<file path="src/rtl/ib_pkg.sv">
// ib_pkg: shared state encoding and P6/P7 bit positions for the IB handshake scheduler.
package ib_pkg;
    typedef enum logic [2:0] {
        IDLE,
        R_LOAD,
        R_PRESENT,
        R_WAIT_REL,
        W_CAPTURE,
        W_PUSH,
        W_WAIT_REL
    } state_e;

    localparam int P7_MODE  = 0;
    localparam int P7_RDCMP = 1;
    localparam int P7_WRAV  = 2;
    localparam int P6_NDAV  = 0;
    localparam int P6_NWACC = 3;

    localparam logic [3:0] P6_IDLE = 4'b1001;
endpackage

</file>
<file path="src/rtl/ib_timeout_cnt.sv">
// ib_timeout_cnt: counts cycles spent in a wait state; expire_o fires on the last allowed cycle.
module ib_timeout_cnt #(
    parameter int TW             = 16,
    parameter int TIMEOUT_CYCLES = 65535
) (
    input  logic clk,
    input  logic rst_n,
    input  logic clr_i,
    input  logic en_i,
    output logic expire_o
);
    logic [TW-1:0] cnt_q;

    assign expire_o = (TIMEOUT_CYCLES != 0) && en_i && (cnt_q == TW'(TIMEOUT_CYCLES - 1));

    always_ff @(posedge clk or negedge rst_n) begin
        if (!rst_n)
            cnt_q <= '0;
        else if (clr_i)
            cnt_q <= '0;
        else if (en_i && !expire_o)
            cnt_q <= cnt_q + TW'(1);
    end
endmodule

</file>
<file path="src/rtl/ib_handshake_sched.sv">
// ib_handshake_sched: moves bytes between the UART FIFOs and the MCU nibble ports P4-P7
// using the P6/P7 read and write handshakes.
module ib_handshake_sched
    import ib_pkg::*;
#(
    parameter int TIMEOUT_CYCLES = 65535,
    parameter int TW             = 16
) (
    input  logic       clk,
    input  logic       rst_n,
    input  logic [3:0] p7_reg,
    input  logic [3:0] p4_reg,
    input  logic [3:0] p5_reg,
    output logic [3:0] p4_rd,
    output logic [3:0] p5_rd,
    output logic [3:0] p6_rd,
    input  logic [7:0] rx_data,
    input  logic       rx_valid,
    output logic       rx_pop,
    output logic [7:0] tx_data,
    output logic       tx_valid,
    input  logic       tx_ready,
    output logic       busy,
    output logic       err_timeout
);
    state_e     state_q, state_d;
    logic [7:0] hold_q, hold_d, tx_data_q, tx_data_d;
    logic [3:0] p4_q, p4_d, p5_q, p5_d;
    logic       hold_valid_q, hold_valid_d, err_q, err_d;
    logic       mode, rdcmp, wrav, timed, expire;

    assign mode  = p7_reg[P7_MODE];
    assign rdcmp = p7_reg[P7_RDCMP];
    assign wrav  = p7_reg[P7_WRAV];
    assign timed = state_q inside {R_PRESENT, R_WAIT_REL, W_PUSH, W_WAIT_REL};

    ib_timeout_cnt #(.TW(TW), .TIMEOUT_CYCLES(TIMEOUT_CYCLES)) u_tmo (
        .clk     (clk),
        .rst_n   (rst_n),
        .clr_i   (state_d != state_q),
        .en_i    (timed),
        .expire_o(expire)
    );

    always_comb begin
        state_d      = state_q;
        hold_d       = hold_q;
        hold_valid_d = hold_valid_q;
        tx_data_d    = tx_data_q;
        err_d        = err_q;
        case (state_q)
            IDLE:
                if (!mode)
                    state_d = hold_valid_q ? R_PRESENT : (rx_valid ? R_LOAD : IDLE);
                else if (!wrav)
                    state_d = W_CAPTURE;
            R_LOAD: begin
                // The pop has already happened, so the byte is kept even if the mode flips now.
                hold_d       = rx_data;
                hold_valid_d = 1'b1;
                state_d      = mode ? IDLE : R_PRESENT;
            end
            R_PRESENT:
                if (mode)
                    state_d = IDLE;
                else if (!rdcmp) begin
                    hold_valid_d = 1'b0;
                    state_d      = R_WAIT_REL;
                end
            R_WAIT_REL:
                if (mode || rdcmp)
                    state_d = IDLE;
            W_CAPTURE: begin
                tx_data_d = {p5_reg, p4_reg};
                state_d   = mode ? W_PUSH : IDLE;
            end
            W_PUSH:
                if (tx_ready)
                    state_d = W_WAIT_REL;
            W_WAIT_REL:
                if (!mode || wrav)
                    state_d = IDLE;
            default:
                state_d = IDLE;
        endcase
        // A real transition in the same cycle wins over the timeout.
        if (expire && state_d == state_q) begin
            state_d = IDLE;
            err_d   = 1'b1;
        end
        p4_d = (state_d == R_PRESENT) ? hold_d[3:0] : p4_q;
        p5_d = (state_d == R_PRESENT) ? hold_d[7:4] : p5_q;
    end

    always_ff @(posedge clk or negedge rst_n) begin
        if (!rst_n) begin
            state_q      <= IDLE;
            hold_q       <= '0;
            hold_valid_q <= 1'b0;
            tx_data_q    <= '0;
            p4_q         <= '0;
            p5_q         <= '0;
            err_q        <= 1'b0;
        end else begin
            state_q      <= state_d;
            hold_q       <= hold_d;
            hold_valid_q <= hold_valid_d;
            tx_data_q    <= tx_data_d;
            p4_q         <= p4_d;
            p5_q         <= p5_d;
            err_q        <= err_d;
        end
    end

    always_comb begin
        p6_rd           = P6_IDLE;
        p6_rd[P6_NDAV]  = state_q != R_PRESENT;
        p6_rd[P6_NWACC] = state_q != W_WAIT_REL;
    end

    assign p4_rd       = p4_q;
    assign p5_rd       = p5_q;
    assign rx_pop      = state_q == R_LOAD;
    assign tx_valid    = state_q == W_PUSH;
    assign tx_data     = tx_data_q;
    assign busy        = state_q != IDLE;
    assign err_timeout = err_q;
endmodule

</file>
<file path="config.mk">
export PLATFORM = sky130hd
export DESIGN_NAME = ib_handshake_sched
export DESIGN_NICKNAME = d
export VERILOG_FILES = /design/src/rtl/ib_pkg.sv /design/src/rtl/ib_timeout_cnt.sv /design/src/rtl/ib_handshake_sched.sv
export SDC_FILE = /design/constraint.sdc
export NUM_CORES = 1
export LEC_CHECK = 0
export BUFFER_PORTS_ARGS = -buffer_cell sky130_fd_sc_hd__clkbuf_2
export CORE_MARGIN = 2
export CORE_UTILIZATION = 55
export DETAILED_ROUTE_END_ITERATION = 10
export PLACE_DENSITY = 0.85
export SLEW_MARGIN = 20
export SYNTH_ARGS = -nofsm -noshare
export SYNTH_HDL_FRONTEND = slang
export SYNTH_SLANG_ARGS = --single-unit
</file>
<file path="constraint.sdc">
create_clock -name clk -period 3.8 [get_ports clk]
set_input_delay 0.19 -clock clk [delete_from_list [all_inputs] [get_ports clk]]
set_output_delay 0.19 -clock clk [all_outputs]
set_load 0.01 [all_outputs]
</file>
# Word-level counts from Yosys, hierarchy flattened
# Index checks and enable logic that the tools add are counted.
[word_totals]
ff_bits = 45
elab_cells = 55
[op_classes]
n_addsub = 1
eq_ne = 14
muxes = 19
n_reduce_logical = 13
[ops]
columns = ["cell", "count"]
rows = [
  ["$mux 16", 2],
  ["$mux 3", 9],
  ["$pmux 3 s7", 1],
  ["$add 16x1->16 const B", 1],
  ["$eq 16x16->1 const B", 1],
  ["$eq 3x2->1 const B", 3],
  ["$eq 3x3->1 const B", 3],
  ["$mux 8", 1],
  ["$mux 2", 2],
  ["$ne 2x2->1 const B", 2],
  ["$reduce_bool 2->1", 2],
  ["$reduce_bool 4->1", 1],
  ["$eq 3x1->1 const B", 1],
  ["$eq 3x3->1", 1],
  ["$logic_and 1x1->1", 3],
  ["$logic_not 3->1", 1],
  ["$mux 1", 3],
  ["$ne 3x2->1 const B", 1],
  ["$ne 3x3->1", 1],
  ["$ne 3x3->1 const B", 1],
  ["$reduce_and 3->1", 1],
  ["$reduce_bool 3->1", 1],
  ["$logic_not 1->1", 2],
  ["$logic_or 1x1->1", 2],
  ["$pmux 1 s2", 1],
]

# Longest topological paths before layout
# Gate-level depths: netlist (run 1).
[logic_depth]
ltp_word = 9
depth_mapped = 9
mapped_depth_nobuf = 8

# By module
# A second synthesis (run 1) with hierarchy kept.
[unflattened]
cells_unflattened = 223
area_unflattened_um2 = 2384.8
[by_module_without_submodules]
columns = ["mod", "n_inst", "cells_per_inst", "area_per_inst_um2", "seq_area_each_um2"]
rows = [
  ["ib_handshake_sched", 1, 117, 1422.6, 725.7],
  ["ib_timeout_cnt", 1, 106, 962.2, 400.4],
]

# Worst setup path before layout (run 1)
# OpenSTA, ideal clock, no wires.
[synth_timing]
kind = "register to register"
start = "register state_q[0]"
end = "register p4_q[0], in the netlist p4_rd[0]"
setup_ns = 0.125
arrival_ns = 1.922
t_required_ns = 3.675
setup_slack_ns = 1.753
stages_incl_launch_ff = 8
path_cell_list = "dfrtp_1 > buf_6 > or2_1 > a41oi_2 > nand3b_2 > a2111oi_4 > a21oi_4 > mux2_4"
[synth_via]
elab_chain_len = 7
[synth_rtl]
columns = ["item", "line", "rtl"]
rows = [
  ["from (decl)", "ib_handshake_sched.sv:26", "state_e state_q, state_d;"],
  ["from (signal assigned)", "ib_handshake_sched.sv:105", "state_q <= state_d;"],
  ["$mux 3, on equally long branches", "ib_handshake_sched.sv:66, ib_handshake_sched.sv:55", ""],
  ["$mux 3, on equally long branches", "ib_handshake_sched.sv:64, ib_handshake_sched.sv:53", ""],
  ["$pmux 3 s7", "ib_handshake_sched.sv:51", "case (state_q)"],
  ["$eq 3x3->1", "ib_handshake_sched.sv:87", "if (expire && state_d == state_q) begin"],
  ["$logic_and 1x1->1", "ib_handshake_sched.sv:87", ""],
  ["$mux 3", "ib_handshake_sched.sv:87", ""],
  ["$eq 3x2->1", "ib_handshake_sched.sv:91", "p4_d = (state_d == R_PRESENT) ? hold_d[3:0] : p4_q;"],
  ["to (signal assigned)", "ib_handshake_sched.sv:109", "p4_q <= p4_d;"],
  ["to (decl)", "ib_handshake_sched.sv:28", "logic [3:0] p4_q, p4_d, p5_q, p5_d;"],
]
# Several ways; a longest one is shown, not always the timed one.
# A chain may end at the register's enable or synchronous reset.

# Worst setup path after layout (run 1)
[layout_timing]
start = "register state_q[2]"
end = "register u_tmo.cnt_q[1]"
[layout_via]
elab_chain_len = 8
[layout_rtl]
columns = ["item", "line", "rtl"]
rows = [
  ["$mux 3, on equally long branches", "ib_handshake_sched.sv:66, ib_handshake_sched.sv:55", ""],
  ["$mux 3, on equally long branches", "ib_handshake_sched.sv:64, ib_handshake_sched.sv:53", ""],
  ["$pmux 3 s7", "ib_handshake_sched.sv:51", ""],
  ["$eq 3x3->1", "ib_handshake_sched.sv:87", ""],
  ["$logic_and 1x1->1", "ib_handshake_sched.sv:87", ""],
  ["$mux 3", "ib_handshake_sched.sv:87", ""],
  ["$ne 3x3->1", "ib_handshake_sched.sv:40", ".clr_i (state_d != state_q),"],
  ["$mux 16 or $reduce_bool 2->1 (tied branches)", "-", ""],
  ["to (signal assigned)", "ib_timeout_cnt.sv:22", "cnt_q <= cnt_q + TW'(1);"],
  ["to (decl)", "ib_timeout_cnt.sv:12", "logic [TW-1:0] cnt_q;"],
]
# Several ways; a longest one is shown, not always the timed one.

==> results of run 1 <==
-- cells in the mapped netlist (2+ instances only) --
cell type / n
sky130_fd_sc_hd__nand2_1: 8
sky130_fd_sc_hd__a21oi_1: 2
sky130_fd_sc_hd__and4_1: 2
sky130_fd_sc_hd__ha_1: 2
sky130_fd_sc_hd__o21bai_1: 2
sky130_fd_sc_hd__o211ai_1: 2
sky130_fd_sc_hd__mux2_2: 16
sky130_fd_sc_hd__or3_1: 3
sky130_fd_sc_hd__nor2_1: 31
sky130_fd_sc_hd__nor3_1: 3
sky130_fd_sc_hd__mux2_4: 8
sky130_fd_sc_hd__nand4_1: 3
sky130_fd_sc_hd__xnor2_1: 11
sky130_fd_sc_hd__nor2b_1: 2
sky130_fd_sc_hd__dfrtp_1: 45
sky130_fd_sc_hd__and3_1: 3
sky130_fd_sc_hd__xor2_1: 4
sky130_fd_sc_hd__buf_4: 3
sky130_fd_sc_hd__buf_2: 3
sky130_fd_sc_hd__a211oi_1: 3
sky130_fd_sc_hd__o21ai_0: 3
sky130_fd_sc_hd__or2_2: 2
sky130_fd_sc_hd__inv_1: 6
sky130_fd_sc_hd__o21a_1: 2
sky130_fd_sc_hd__nand3_1: 8
sky130_fd_sc_hd__clkbuf_1: 2
-- layout make-up --
type | instances | area (um2)
Fill cell | 302 | 1370
Sequential cell | 45 | 1130
Multi-Input combinational cell | 142 | 1060
Timing Repair Buffer | 45 | 233
Clock buffer | 5 | 68.8
Tap cell | 50 | 62.6
Inverter | 6 | 22.5
Clock inverter | 3 | 21.3
-- metrics by stage --
step / cells / setup slack (ns) / total power [W] / instance area, um2 / util, %
2_1_floorplan: 202 / 1.75 / 0.00138 / 2270 / -
3_3_place_gp: 287 / 1.40 / 0.00155 / 2490 / 62.8
3_5_place_dp: 287 / 1.37 / 0.00159 / 2490 / 62.8
4_1_cts: 295 / 1.34 / 0.00189 / 2580 / 65.1
5_1_grt: 296 / 1.14 / 0.00200 / 2600 / 65.4
6_report: 296 / 1.37 / 0.00187 / 2600 / 65.4
-- sequential cells by signal (all words and copies together) (netlist names) --
register and cells:
p4_rd 4, err_timeout 1, p5_rd 4, hold_q 8
tx_data 8, hold_valid_q 1, u_tmo.cnt_q 16, state_q 3
-- cells in the final DEF, fill, tap and decap left out, types with 2 or more instances in the layout --
cell / synthesis / routed
sky130_fd_sc_hd__a211oi_1: 3 / 3
sky130_fd_sc_hd__a21oi_1: 2 / 2
sky130_fd_sc_hd__and3_1: 3 / 3
sky130_fd_sc_hd__and4_1: 2 / 2
sky130_fd_sc_hd__clkbuf_2: 0 / 43
sky130_fd_sc_hd__clkbuf_8: 0 / 5
sky130_fd_sc_hd__conb_1: 1 / 2
sky130_fd_sc_hd__dfrtp_1: 45 / 45
sky130_fd_sc_hd__ha_1: 2 / 2
sky130_fd_sc_hd__inv_1: 6 / 6
sky130_fd_sc_hd__mux2_2: 16 / 16
sky130_fd_sc_hd__mux2_4: 8 / 8
sky130_fd_sc_hd__nand2_1: 8 / 8
sky130_fd_sc_hd__nand3_1: 8 / 8
sky130_fd_sc_hd__nand4_1: 3 / 3
sky130_fd_sc_hd__nor2_1: 31 / 31
sky130_fd_sc_hd__nor2b_1: 2 / 2
sky130_fd_sc_hd__nor3_1: 3 / 3
sky130_fd_sc_hd__o211ai_1: 2 / 2
sky130_fd_sc_hd__o21a_1: 2 / 2
sky130_fd_sc_hd__o21ai_0: 3 / 3
sky130_fd_sc_hd__o21bai_1: 2 / 2
sky130_fd_sc_hd__or2_2: 2 / 2
sky130_fd_sc_hd__or3_1: 3 / 3
sky130_fd_sc_hd__xnor2_1: 11 / 11
sky130_fd_sc_hd__xor2_1: 4 / 4
-- final timing paths --
kind	from	to	slack, ns	cells past startpoint
max	state_q[2]$_DFF_PN0_	u_tmo.cnt_q[1]$_DFFE_PN0P_	1.37	5
min reg2reg	err_timeout$_DFFE_PN0P_	err_timeout$_DFFE_PN0P_	0.49	1
max in group asynchronous	rst_n	state_q[0]$_DFF_PN0_	3.00	2
max reg2reg	state_q[2]$_DFF_PN0_	u_tmo.cnt_q[1]$_DFFE_PN0P_	1.37	5
min in group asynchronous	rst_n	u_tmo.cnt_q[0]$_DFFE_PN0P_	0.42	2
min	p4_reg[0]	tx_data[0]$_DFFE_PN0N_	0.12	2
-- logic make-up (layout without fill, tap and decap cells) --
group / Yosys count / count (layout) / synth area share (%)
simple gates: 73 / 73 / 16.4
flops: 45 / 45 / 49.7
compound gates: 25 / 25 / 9.61
mux: 24 / 24 / 13.3
xor+xnor: 15 / 15 / 5.80
buf+inv: 15 / 59 / 3.48
fa+ha+maj: 3 / 3 / 1.55
other cells: 1 / 2 / 0.166
-- power groups by stage --
stage	clock, W	sequential [W]	combinational, W
final	0.000297	0.000757	0.000817
after global routing	0.000328	0.000779	0.000895
after CTS	0.000308	0.000759	0.000828
after detailed placement	0	0.000768	0.000824
after global placement	0	0.000757	0.000796
after floorplan	0	0.000754	0.000621
-- worst max-delay path, cell delays in order (launching register included) --
cell	delay, ns
sky130_fd_sc_hd__dfrtp_1	0.55
sky130_fd_sc_hd__nor4b_2	0.45
sky130_fd_sc_hd__o21ai_0	0.26
sky130_fd_sc_hd__o21ai_0	0.25
sky130_fd_sc_hd__nand3_1	0.47
sky130_fd_sc_hd__a211oi_1	0.34
-- metal layers --
layer	vias to the layer above	GRT usage (%)
li1	780	-
met1	771	24.4
met2	38	28.4
met3	9	4.93
met4	0	10.5
met5	-	0
==> results by stage, run 1 <==
Global route:
- The global-route wire length before repair is 6300 um.
- Global routing consumed, over all layers together, 18.8% of the routing resources.
- Entering global routing, the biggest net connects 46 pins.
- The via count of the first global-routing pass came to 1390.
- The total overflow left after global routing is 0.
- The initial antenna violation count is 0.

Clocking:
- The clock reaches the later pin of the worst-skew pair after 0.30 ns.
- Clock tree synthesis selected as its root buffer the cell sky130_fd_sc_hd__clkbuf_8.
- The number of CTS-inserted buffers is 5.
- The TritonCTS clock tree is done.
- The number of levels in the clock H-tree is 2.
- The clock slew at the register clock pins of the worst setup and hold paths is 0.08 ns.
- The number of sinks on the clock net is 45.
- The total setup buffers inserted after CTS is 0.
- The number of buffers on the longest clock path is 2.
- The number of hold buffers added after CTS is 0.
- In this run, post-CTS repair resized a total of 0 instances.

Pwr:
- The internal power component is 0.00118 W.
- In this run, the clock network consumes 15.9% of the power.
- The power share of the sequential group is 40.5%.
- The switching share of total power is 37.0%.
- The analysis attributes to net switching a power of 0.000693 W.
- The worst-case IR drop observed on VDD is 0.353 mV.
- The proportion of power drawn by combinational gates is 43.7%.
- The power per cell area is 721 nW/um2.
- For this design the static power due to leakage is 1.16 nW.

Yosys:
- After synthesis, the netlist uses 48 different library cells.
- The post-synthesis instance area is 2260 um2.
- After synthesis, the cell types taking the most area are sky130_fd_sc_hd__dfrtp_1, sky130_fd_sc_hd__mux2_2, sky130_fd_sc_hd__mux2_4.
- The share of the Yosys chip area taken by registers is 49.7%.
- The share of Yosys cell area claimed by the top area cell type is 49.7%.
- The synthesized design spends more area on one cell type than any other, namely sky130_fd_sc_hd__dfrtp_1.
- The post-synthesis area per instance is 11.3 um2.
- The number of flops mapped to enable cells by yosys is 0.
- The number of standard cells after synthesis is 201.
- The share of async-settable or async-resettable flops after synthesis is 100%.
- The warning count from the yosys run is 0.
- Among all flip-flop cells after synthesis, the most frequent one is sky130_fd_sc_hd__dfrtp_1.
- The count of state elements after synthesis is 45.

Routing:
- The highest metal layer with signal wires is met4.
- The sum of met2 wire segment lengths after detailed routing is 2010 um.
- The detailed router finished its first iteration with 104 violations.
- Detailed routing inserted a total of 1598 vias.
- For this run, design rule violations remaining after detail routing come to 0.
- The detailed-route vias per instance is 5.40.
- The wire length the detailed router placed on met1 is 1890 um.
- The wire length per cell is 14.1 um.
- The residual antenna-violating net count after detailed routing is 0.
- The detailed-route wire length is 4180 um.
- The wire length on met3 is 187 um.
- The pre-antenna-repair detailed-routing pass consisted of 4 iterations.

Timing:
- The final worst clock skew is 0.00614 ns.
- The total setup violations reported at the end of the flow is 0.
- After layout, the minimum clock period comes to 2.43 ns.
- The count of final hold-check violations is 0.
- Static timing analysis puts the maximum clock frequency at 412 MHz.
- The share of the clock period used by the worst path is 63.9%.
- At the pin with the least slew margin, the transition time is 0.775 ns.
- Across all hold checks on the routed design, the worst slack comes to 0.120 ns.
- The count of final max-slew check failures was 0.
- The accumulated negative setup slack is 0 ns.
- Headroom to the max-slew limit came out at 48.2%.
- Setup repair after global routing left no endpoint under its margin.

Worst setup path:
- For the worst setup path, the data arrival time is 2.62 ns.
- The worst-path maximum fanout is 16.
- STA classifies the critical path endpoint as a flip-flop.
- The worst setup path is launched from a flip-flop.
- The type of the worst setup path is reg2reg.
- At the worst endpoint, the required time is 3.99 ns.

Finish:
- The fraction of final layout cells sized beyond drive strength 1 is 34.1%.
- For this run, the post-layout net count is 271.
- Relative to the synthesized area, the layout overhead comes to 14.7%.
- The number of inserted diodes is 0.

Hold path:
- The worst hold path belongs to the class in2reg.

Die:
- In this run the standard cell core region covers 3970 um2.
- In this run the vertical extent of the chip is 68.2 um.
- The die is 68.2 um wide.
- The initial utilization of the core area, before any placement, comes to 57.0%.
- In this run the core area contains 23 standard-cell rows.
- The floorplan step defined a die boundary enclosing 4650 um2.
- The I/O pin count is 48.

Run:
- Max-cap violations in this run came to 0.

Place:
- The half-perimeter wire length of the detailed placement result is 3020 um.
- The number of input and output port buffers inserted is 44.
- The congestion estimate from routability-driven global placement came to 0.804.

Status:
- The run finished with clean final reports.
Note: power is estimated with default switching activity, not from simulation.
==> inputs of run 2 (changes only) <==
--- a/config.mk
+++ b/config.mk
@@ -5,11 +5,12 @@
 export SDC_FILE = /design/constraint.sdc
 export NUM_CORES = 1
 export LEC_CHECK = 0
+export ABC_AREA = 1
 export BUFFER_PORTS_ARGS = -buffer_cell sky130_fd_sc_hd__clkbuf_2
 export CORE_MARGIN = 2
-export CORE_UTILIZATION = 55
+export CORE_UTILIZATION = 50
 export DETAILED_ROUTE_END_ITERATION = 10
-export PLACE_DENSITY = 0.85
+export PLACE_DENSITY = 0.81
 export SLEW_MARGIN = 20
 export SYNTH_ARGS = -nofsm -noshare
 export SYNTH_HDL_FRONTEND = slang
==> constraint.sdc (replaced) <==
create_clock -name clk -period 2.14 [get_ports clk]
set_input_delay 0.107 -clock clk [delete_from_list [all_inputs] [get_ports clk]]
set_output_delay 0.107 -clock clk [all_outputs]
set_load 0.01 [all_outputs]
==> results by stage, run 2 <==
Finish:
- The area of combinational cells with multiple inputs is 1320 um2 (+24%).
- The area added between synthesis and finish is 14.4%.
- The number of inserted diodes is 0 (unchanged).
- The most frequent standard cell in the layout excluding fill and tap cells is sky130_fd_sc_hd__nand2_1.
- The flip-flop count of the largest register after layout was 16 (unchanged).
- The sequential cell area is 1130 um2 (+0.33%).
- The fraction of final layout cells sized beyond drive strength 1 is 34.6% (+0.45 points).
- In the layout the commonest cells are sky130_fd_sc_hd__nand2_1, sky130_fd_sc_hd__clkbuf_2, sky130_fd_sc_hd__dfrtp_1.
- The final-layout fill cell count is 434 (+44%).
- The net total in the final layout is 370 (+37%).
- The post-layout utilization of the core came to 59.1% (-6.3 points).
- The register with the most flip-flops is u_tmo.cnt_q.

Worst setup path:
- The register-to-register setup slack is 0.16 ns (-1.21 ns).
- The worst register-to-register path begins at u_tmo.cnt_q[0]$_DFFE_PN0P_.
- The slowest stage of the critical path belongs to the cell sky130_fd_sc_hd__dfrtp_1.
- The critical register-to-register path endpoint is u_tmo.cnt_q[3]$_DFFE_PN0P_.
- Traced cell by cell, the critical path runs through inv_1, ha_1, nand4_1, nor2_1, nand3_1, nor2_1, nand3_1, o21bai_2, nand2_2, nand2_8, nor2_1.
- The kind of capture point of the worst setup path is a flip-flop.
- The worst-path maximum fanout is 16 (unchanged).
- The cell depth of the worst flop-to-flop path is 11 (+6).
- The worst setup path is of the reg2reg kind.
- The required time at the endpoint of the critical path is 2.32 ns (-1.67 ns).
- The worst path arrival time is 2.16 ns (-0.46 ns).
- Among the stages of the critical path, the cell type that occurs most often is sky130_fd_sc_hd__nor2_1.
- The critical path's largest stage delay was 0.40 ns (-0.15 ns).
- The startpoint class of the critical path is a flip-flop.

Yosys:
- The fraction of the mapped netlist area in simple logic gates is 39.2% (+23 points).
- The warning count from the yosys run is 0 (unchanged).
- The portion of the post-synthesis area used by sequential elements is 42.7% (-7.0 points).
- By count the netlist is led by sky130_fd_sc_hd__nand2_1, sky130_fd_sc_hd__dfrtp_1, sky130_fd_sc_hd__inv_1, sky130_fd_sc_hd__nor2_1, sky130_fd_sc_hd__nand4_1.
- The post-synthesis xor/xnor area fraction is 3.32% (-2.5 points).
- After synthesis, the largest family of logic cells by area is simple AND/OR/NAND/NOR gates.
- The number of flops mapped to enable cells by yosys is 0 (unchanged).
- The post-synthesis area per instance is 8.94 um2 (-21%).
- The compound-cell area share of the yosys netlist was 2.42% (-7.2 points).
- Ranked by total cell area, the synthesized netlist is headed by sky130_fd_sc_hd__dfrtp_1, sky130_fd_sc_hd__nand2_1, sky130_fd_sc_hd__nor2_4.
- The post-synthesis instance area came to 2640 um2 (+16%).
- The mux contribution to synthesized area is 3.42% (-9.8 points).
- The share of Yosys cell area claimed by the top area cell type was 42.7% (-7.0 points).
- The number of standard cells after synthesis came to 295 (+47%).
- The post-synthesis cell type count is 39 (-19%).
- The adder-cell share of the synthesized area is 0.949% (-0.60 points).
- The most used flip-flop cell after synthesis is sky130_fd_sc_hd__dfrtp_1.
- The dominant cell by count in the synthesized netlist is sky130_fd_sc_hd__nand2_1.
- The share of async-settable or async-resettable flops after synthesis is 100% (unchanged).
- The count of state elements after synthesis is 45 (unchanged).
- The most area-hungry cell type in the Yosys netlist is sky130_fd_sc_hd__dfrtp_1.

Clocking:
- The clock slew at the register clock pins of the worst setup and hold paths came to 0.08 ns (about the same).
- TritonCTS built the clock tree.
- The number of levels in the clock H-tree is 2 (unchanged).
- The clock tree root buffer cell is sky130_fd_sc_hd__clkbuf_8.
- The number of buffers on the longest clock path came to 2 (unchanged).
- The clock network latency to the later pin of the worst-skew pair is 0.30 ns (about the same).
- The number of sinks on the clock net is 45 (unchanged).
- The number of CTS-inserted buffers is 5 (unchanged).

Timing:
- The worst hold slack across all endpoints is 0.0234 ns (-0.0964 ns).
- The top achievable clock speed is 505 MHz (+23%).
- The slew at the pin with the worst max-slew slack is 0.561 ns (-0.214 ns).
- The total setup violations reported at the end of the flow is 0 (unchanged).
- The share of the clock period used by the worst path is 92.6% (+29 points).
- The count of final hold-check violations is 0 (unchanged).
- Setup repair after global routing left no endpoint under its margin.
- The final worst clock skew is 0.0107 ns (+0.00453 ns).
- The slack of the critical path is 0.159 ns (-1.21 ns).
- The relative slew slack is 62.6% (+14 points).
- The minimum clock period is 1.98 ns (-0.449 ns).
- The count of final max-slew check failures is 0 (unchanged).
- The accumulated negative setup slack was 0 ns (unchanged).

Global route:
- The largest net degree at the start of global routing is 46 (unchanged).
- The total track usage was 19.3% (+0.56 points).
- The met2 track demand over resource is 32.9% (+4.5 points).
- The overall overflow remaining after global route is 0 (unchanged).
- The global-route wire length before repair is 9120 um (+45%).
- The met3 usage came to 4.74% (-0.19 points).
- met2 is the most crowded layer.
- The via count of the first global-routing pass is 2058 (+48%).
- The initial antenna violation count is 0 (unchanged).
- The global-route met1 utilization is 24.1% (-0.31 points).

Pwr:
- The reported net switching power is 0.00170 W (+140%).
- The proportion of power drawn by combinational gates is 50.7% (+7.0 points).
- The clock network fraction of total power is 14.4% (-1.5 points).
- The peak ir drop on the vdd network is 0.846 mV (+140%).
- The power per cell area came to 1250 nW/um2 (+73%).
- The internal power component is 0.00207 W (+76%).
- The power share of the sequential group is 34.9% (-5.6 points).
- The switching share of total power is 45.0% (+8.0 points).
- The cell leakage power came to 1.46 nW (+26%).

Run:
- The reported max-cap violation count was 0 (unchanged).

Die:
- The height of the die came to 76.6 um (+12%).
- The die area was 5870 um2 (+26%).
- The overall die width came to 76.6 um (+12%).
- The core region area came to 5110 um2 (+29%).
- The floorplan row count is 26 (+13%).
- The effective utilization at floorplan is 51.6% (-5.4 points).
- The I/O pin count was 48 (unchanged).

Routing:
- The number of detailed-route iterations in the first pass was 4 (unchanged).
- The wire length per cell came to 12.7 um (-9.9%).
- The detailed-route wire length is 5260 um (+26%).
- The DRC violations left is 0 (unchanged).
- The detailed-route vias per instance is 4.99 (-7.5%).
- The residual antenna-violating net count after detailed routing is 0 (unchanged).
- The total number of vias was 2067 (+29%).
- The count of routing violations after the opening detailed-route iteration is 90 (-13%).

Status:
- The run finished with clean final reports.

Place:
- The number of input and output port buffers inserted is 44 (unchanged).
- The half-perimeter wire length of the detailed placement result is 3900 um (+29%).
- The worst slack at placement was 0.00597 ns (-1.36 ns).
- The weighted congestion reported at the end of routability-driven placement is 0.878 (+9.2%).

Hold path:
- The type of the most critical hold path is in2reg.
- The worst hold path begins at rx_data[5].
- The worst hold path terminates at hold_q[5]$_DFF_PN0_.
- The worst hold path stage count is 3 (+1).
[run 2: changes by cell type after synthesis, moves of 4 or more]
| cell | previous run | this run |
|---|---|---|
| sky130_fd_sc_hd__inv_1 | 6 | 25 |
| sky130_fd_sc_hd__inv_2 | 0 | 6 |
| sky130_fd_sc_hd__mux2_2 | 16 | 8 |
| sky130_fd_sc_hd__mux2_4 | 8 | 0 |
| sky130_fd_sc_hd__nand2_1 | 8 | 75 |
| sky130_fd_sc_hd__nand2_2 | 0 | 8 |
| sky130_fd_sc_hd__nand3_1 | 8 | 15 |
| sky130_fd_sc_hd__nand3_2 | 0 | 6 |
| sky130_fd_sc_hd__nand4_1 | 3 | 16 |
| sky130_fd_sc_hd__nor2_1 | 31 | 25 |
| sky130_fd_sc_hd__nor2_2 | 0 | 4 |
| sky130_fd_sc_hd__nor2_4 | 0 | 15 |
| sky130_fd_sc_hd__xnor2_1 | 11 | 1 |
| sky130_fd_sc_hd__xor2_1 | 4 | 9 |
[run 2: worst max path at each step]
| stage | startpoint | to | depth (start not counted) |
|---|---|---|---|
| detailed placement | state_q[1]$_DFF_PN0_ | u_tmo.cnt_q[2]$_DFFE_PN0P_ | 10 |
| CTS | state_q[2]$_DFF_PN0_ | u_tmo.cnt_q[2]$_DFFE_PN0P_ | 11 |
| global route | u_tmo.cnt_q[0]$_DFFE_PN0P_ | u_tmo.cnt_q[2]$_DFFE_PN0P_ | 11 |
| global placement | state_q[1]$_DFF_PN0_ | u_tmo.cnt_q[0]$_DFFE_PN0P_ | 11 |
| finish | u_tmo.cnt_q[0]$_DFFE_PN0P_ | u_tmo.cnt_q[3]$_DFFE_PN0P_ | 11 |
| floorplan | state_q[0]$_DFF_PN0_ | u_tmo.cnt_q[6]$_DFFE_PN0P_ | 11 |
[run 2: kinds of logic (layout without fill, tap and decap cells)]
family,Yosys count,count (layout)
adder cells (fa/ha/maj),2,2
flip-flops,45,45
AO/OA/AOI/OAI,8,8
multiplexers,8,8
AND/OR/NAND/NOR,179,179
XOR/XNOR,10,10
other,1,2
buffers and inverters,42,90
[run 2: layout make-up]
| cell class | instances | area share, % |
|---|---|---|
| Clock inverter | 1 | 0.249 |
| Inverter | 33 | 4.19 |
| Tap cell | 70 | 2.90 |
| Sequential cell | 45 | 37.5 |
| Clock buffer | 6 | 2.74 |
| Timing Repair Buffer | 50 | 8.88 |
| Multi-Input combinational cell | 209 | 43.6 |
[run 2: worst max-delay path, delay by kind of cell, from the launching register on]
family	cells	cell delay, ns
buffers and inverters	1	0.10
DFF	1	0.40
adders and majority gates	1	0.19
AOI/OAI and AO/OA	1	0.18
and+or+nand+nor	8	0.99
[run 2: timing repair]
item | 4_1_cts | 5_1_grt
resized for setup | 1 | 3
endpoints found under the hold margin | 45 | 0
setup buffers | 0 | 0
hold buffers | 1 | 0
endpoints found under the setup margin | 6 | 17
[run 2: through the flow]
stage	power, W	instance area (um2)	instances
after CTS	0.00375	3010	414
final	0.00377	3020	414
after global placement	0.00312	2900	406
after floorplan	0.00280	2640	296
after global routing	0.00406	3020	414
after detailed placement	0.00320	2900	406
[run 2: power groups by stage]
stage               clock [W]  sequential, W  combinational [W]
CTS                  0.000557        0.00131            0.00189
global placement            0        0.00130            0.00181
floorplan                   0        0.00132            0.00147
finish               0.000544        0.00132            0.00191
detailed placement          0        0.00132            0.00188
global route         0.000591        0.00135            0.00212
[run 2: per-layer routing]
layer  share of wire [%]  up-vias  wire (um)
met3                 4.3       11        225
met2                  50       45       2650
met4                 1.6        0         86
li1                    -     1033          -
met5                   0        -          0
met1                  44      978       2300
==> inputs of run 3 (changes only) <==
--- a/config.mk
+++ b/config.mk
@@ -8,9 +8,9 @@
 export ABC_AREA = 1
 export BUFFER_PORTS_ARGS = -buffer_cell sky130_fd_sc_hd__clkbuf_2
 export CORE_MARGIN = 2
-export CORE_UTILIZATION = 50
+export CORE_UTILIZATION = 55
 export DETAILED_ROUTE_END_ITERATION = 10
-export PLACE_DENSITY = 0.81
+export PLACE_DENSITY = 0.84
 export SLEW_MARGIN = 20
 export SYNTH_ARGS = -nofsm -noshare
 export SYNTH_HDL_FRONTEND = slang
==> constraint.sdc (replaced) <==
create_clock -name clk -period 2 [get_ports clk]
set_input_delay 0.1 -clock clk [delete_from_list [all_inputs] [get_ports clk]]
set_output_delay 0.1 -clock clk [all_outputs]
set_load 0.01 [all_outputs]
==> results by stage, run 3 (synthesis results as in run 2) <==
Finish:
- The post-route standard cell area excluding fillers is 3110 um2 (+3.1%).
- The area growth from synthesis to layout is 17.9%.
- The register with the most flip-flops is u_tmo.cnt_q.
- The final cell count without fillers is 406 (-1.9%).
- The fraction of final layout cells sized beyond drive strength 1 was 37.5% (+2.9 points).
- The top cell types in the final layout, fill and taps aside, are sky130_fd_sc_hd__nand2_1, sky130_fd_sc_hd__clkbuf_2, sky130_fd_sc_hd__dfrtp_1.
- The most frequent standard cell in the layout excluding fill and tap cells is sky130_fd_sc_hd__nand2_1.
- The flip-flop count of the largest register after layout came to 16 (unchanged).
- The net total in the final layout is 377 (+1.9%).
- The number of inserted diodes came to 0 (unchanged).
- The final-layout fill cell count is 352 (-19%).

Worst setup path:
- On the critical path, the stage with the largest delay is an instance of sky130_fd_sc_hd__dfrtp_2.
- Traced cell by cell, the critical path runs through buf_4, nand3_4, o21ai_2, nor2_4, nand3_1, nand3_2, o21bai_2, nand2_2, nand2_4, buf_12, nor2_1.
- The critical path's largest stage delay was 0.49 ns (+0.09 ns).
- The number of buffers and inverters on the critical path is 2 (+1).
- The required time at the endpoint of the critical path is 2.19 ns (-0.13 ns).
- STA classifies the critical path startpoint as a flip-flop.
- The worst-path maximum fanout is 10 (-6).
- The worst setup path is captured at a flip-flop.
- The worst path arrival time was 2.10 ns (-0.06 ns).
- The type of the worst setup path is reg2reg.
- The register-to-register setup slack is 0.09 ns (-0.07 ns).
- The dominant delay contributor by cell family on the critical path is simple AND/OR/NAND/NOR gates.

Routing:
- The detailed-route wire length is 5200 um (-1.3%).
- The total number of vias is 2111 (+2.1%).
- The wire length per cell is 12.8 um (+0.63%).
- The count of routing violations after the opening detailed-route iteration is 145 (+61%).
- The residual antenna-violating net count after detailed routing was 0 (unchanged).
- The detailed-route vias per instance is 5.20 (+4.1%).
- The DRC violations left is 0 (unchanged).
- The number of detailed-route iterations in the first pass was 4 (unchanged).

Die:
- The height of the die is 73.2 um (-4.4%).
- The effective utilization at floorplan came to 56.6% (+4.9 points).
- The overall die width is 73.2 um (-4.4%).
- The die area is 5360 um2 (-8.6%).
- The floorplan row count is 25 (-3.8%).
- The core region area came to 4660 um2 (-8.7%).
- The I/O pin count is 48 (unchanged).

Clocking:
- The number of buffers on the longest clock path was 2 (unchanged).
- TritonCTS built the clock tree.
- The clock tree root buffer cell is sky130_fd_sc_hd__clkbuf_8.
- The number of sinks on the clock net is 45 (unchanged).
- The clock slew at the register clock pins of the worst setup and hold paths is 0.09 ns (about the same).
- The number of levels in the clock H-tree came to 2 (unchanged).
- The number of CTS-inserted buffers is 5 (unchanged).
- The clock network latency to the later pin of the worst-skew pair is 0.30 ns (about the same).

Hold path:
- The type of the most critical hold path is in2reg.

Timing:
- The slew at the pin with the worst max-slew slack is 0.563 ns (+0.00166 ns).
- The share of the clock period used by the worst path is 95.6% (+3.0 points).
- The final worst clock skew was 0.00410 ns (-0.00656 ns).
- The slack of the critical path is 0.0890 ns (-0.0701 ns).
- The worst hold slack across all endpoints came to 0.0157 ns (-0.00767 ns).
- The top achievable clock speed came to 523 MHz (+3.7%).
- The count of final max-slew check failures was 0 (unchanged).
- The count of final hold-check violations came to 0 (unchanged).
- The total setup violations reported at the end of the flow is 0 (unchanged).
- The minimum clock period is 1.91 ns (-0.0699 ns).
- Setup repair after global routing could not meet its margin everywhere.
- The relative slew slack is 62.5% (-0.11 points).

Global route:
- The global-route wire length before repair is 9090 um (-0.30%).
- The total track usage is 22.0% (+2.7 points).
- The largest net degree at the start of global routing was 46 (unchanged).
- The overall overflow remaining after global route came to 0 (unchanged).
- The via count of the first global-routing pass was 1998 (-2.9%).
- The initial antenna violation count was 0 (unchanged).

Pwr:
- The peak ir drop on the vdd network came to 0.882 mV (+4.3%).
- The cell leakage power came to 1.50 nW (+2.8%).
- The power per cell area is 1360 nW/um2 (+9.0%).

Place:
- The number of input and output port buffers inserted is 44 (unchanged).
- The worst slack at placement is -0.000514 ns (-0.00648 ns).
- The half-perimeter wire length of the detailed placement result is 3770 um (-3.2%).
- The placed cell area is 2950 um2 (+1.5%).
- The cell count after placement was 395 (-2.7%).
- The weighted congestion reported at the end of routability-driven placement is 0.892 (+1.6%).

Run:
- The reported max-cap violation count is 0 (unchanged).

Status:
- The run finished with clean final reports.
## run 3: changes by cell type in the layout (fill, tap and decap cells not counted), sizes merged
cell	previous run	this run
buf	5	11
dlygate4sd3	1	2
clkinvlp	1	2
## run 3: what timing repair did
action,in CTS,in global routing
cloned,0,0
hold endpoints to repair,46,0
endpoints found under the setup margin,20,24
setup buffers,0,1
pin swaps,0,5
gates resized for setup,1,13
hold buffers,2,0
## run 3: report_power, final
| part | switching [W] | leakage [nW] | internal [W] |
|---|---|---|---|
| clock | 0.000322 | 0.0374 | 0.000247 |
| combinational | 0.00135 | 0.892 | 0.000911 |
| sequential | 0.000199 | 0.569 | 0.00120 |
## run 3: per-stage QoR
| step | setup TNS [ns] | total power, W | utilization, % |
|---|---|---|---|
| after floorplan | 0 | 0.00299 | - |
| after global placement | 0 | 0.00355 | 63.2 |
| after detailed placement | -0.000514 | 0.00362 | 63.2 |
| after CTS | 0 | 0.00421 | 65.6 |
| after global routing | -0.124 | 0.00454 | 66.7 |
| final | 0 | 0.00424 | 66.7 |
## run 3: layer usage
metal	GRT usage, %	up-vias	wire, um	part of all wire, %
met1	28.5	1008	2280	44
li1	-	1049	-	-
met3	5.11	8	208	4.0
met2	35.8	46	2630	51
met5	0	-	0	0
met4	8.02	0	80	1.5
## run 3: tightest hold or removal path, delay by kind of cell
kind | cells | cell delay (ns)
and+or+nand+nor | 2 | 0.11
buffers and inverters | 1 | 0.07
## run 3: path summary, 6_finish.rpt
check,start,to,depth (start not counted)
max in group asynchronous,rst_n,state_q[1]$_DFF_PN0_,3
min in group asynchronous,rst_n,tx_data[0]$_DFFE_PN0N_,3
worst max register to register,state_q[1]$_DFF_PN0_,u_tmo.cnt_q[3]$_DFFE_PN0P_,11
worst max-delay path,state_q[1]$_DFF_PN0_,u_tmo.cnt_q[3]$_DFFE_PN0P_,11
worst min register to register,p5_rd[3]$_DFFE_PN0N_,p5_rd[3]$_DFFE_PN0N_,2
worst min-delay path,rx_data[6],hold_q[6]$_DFF_PN0_,3
## run 3: final cells by class
cell class / count / area (um2) / area share, %
clock buffers: 6 / 72.6 / 2.33
clock inverters: 2 / 15.0 / 0.483
inverters: 33 / 126 / 4.06
multi-input cells: 209 / 1350 / 43.4
flip-flops and latches: 45 / 1130 / 36.3
well taps: 54 / 67.6 / 2.17
repair buffers: 57 / 348 / 11.2
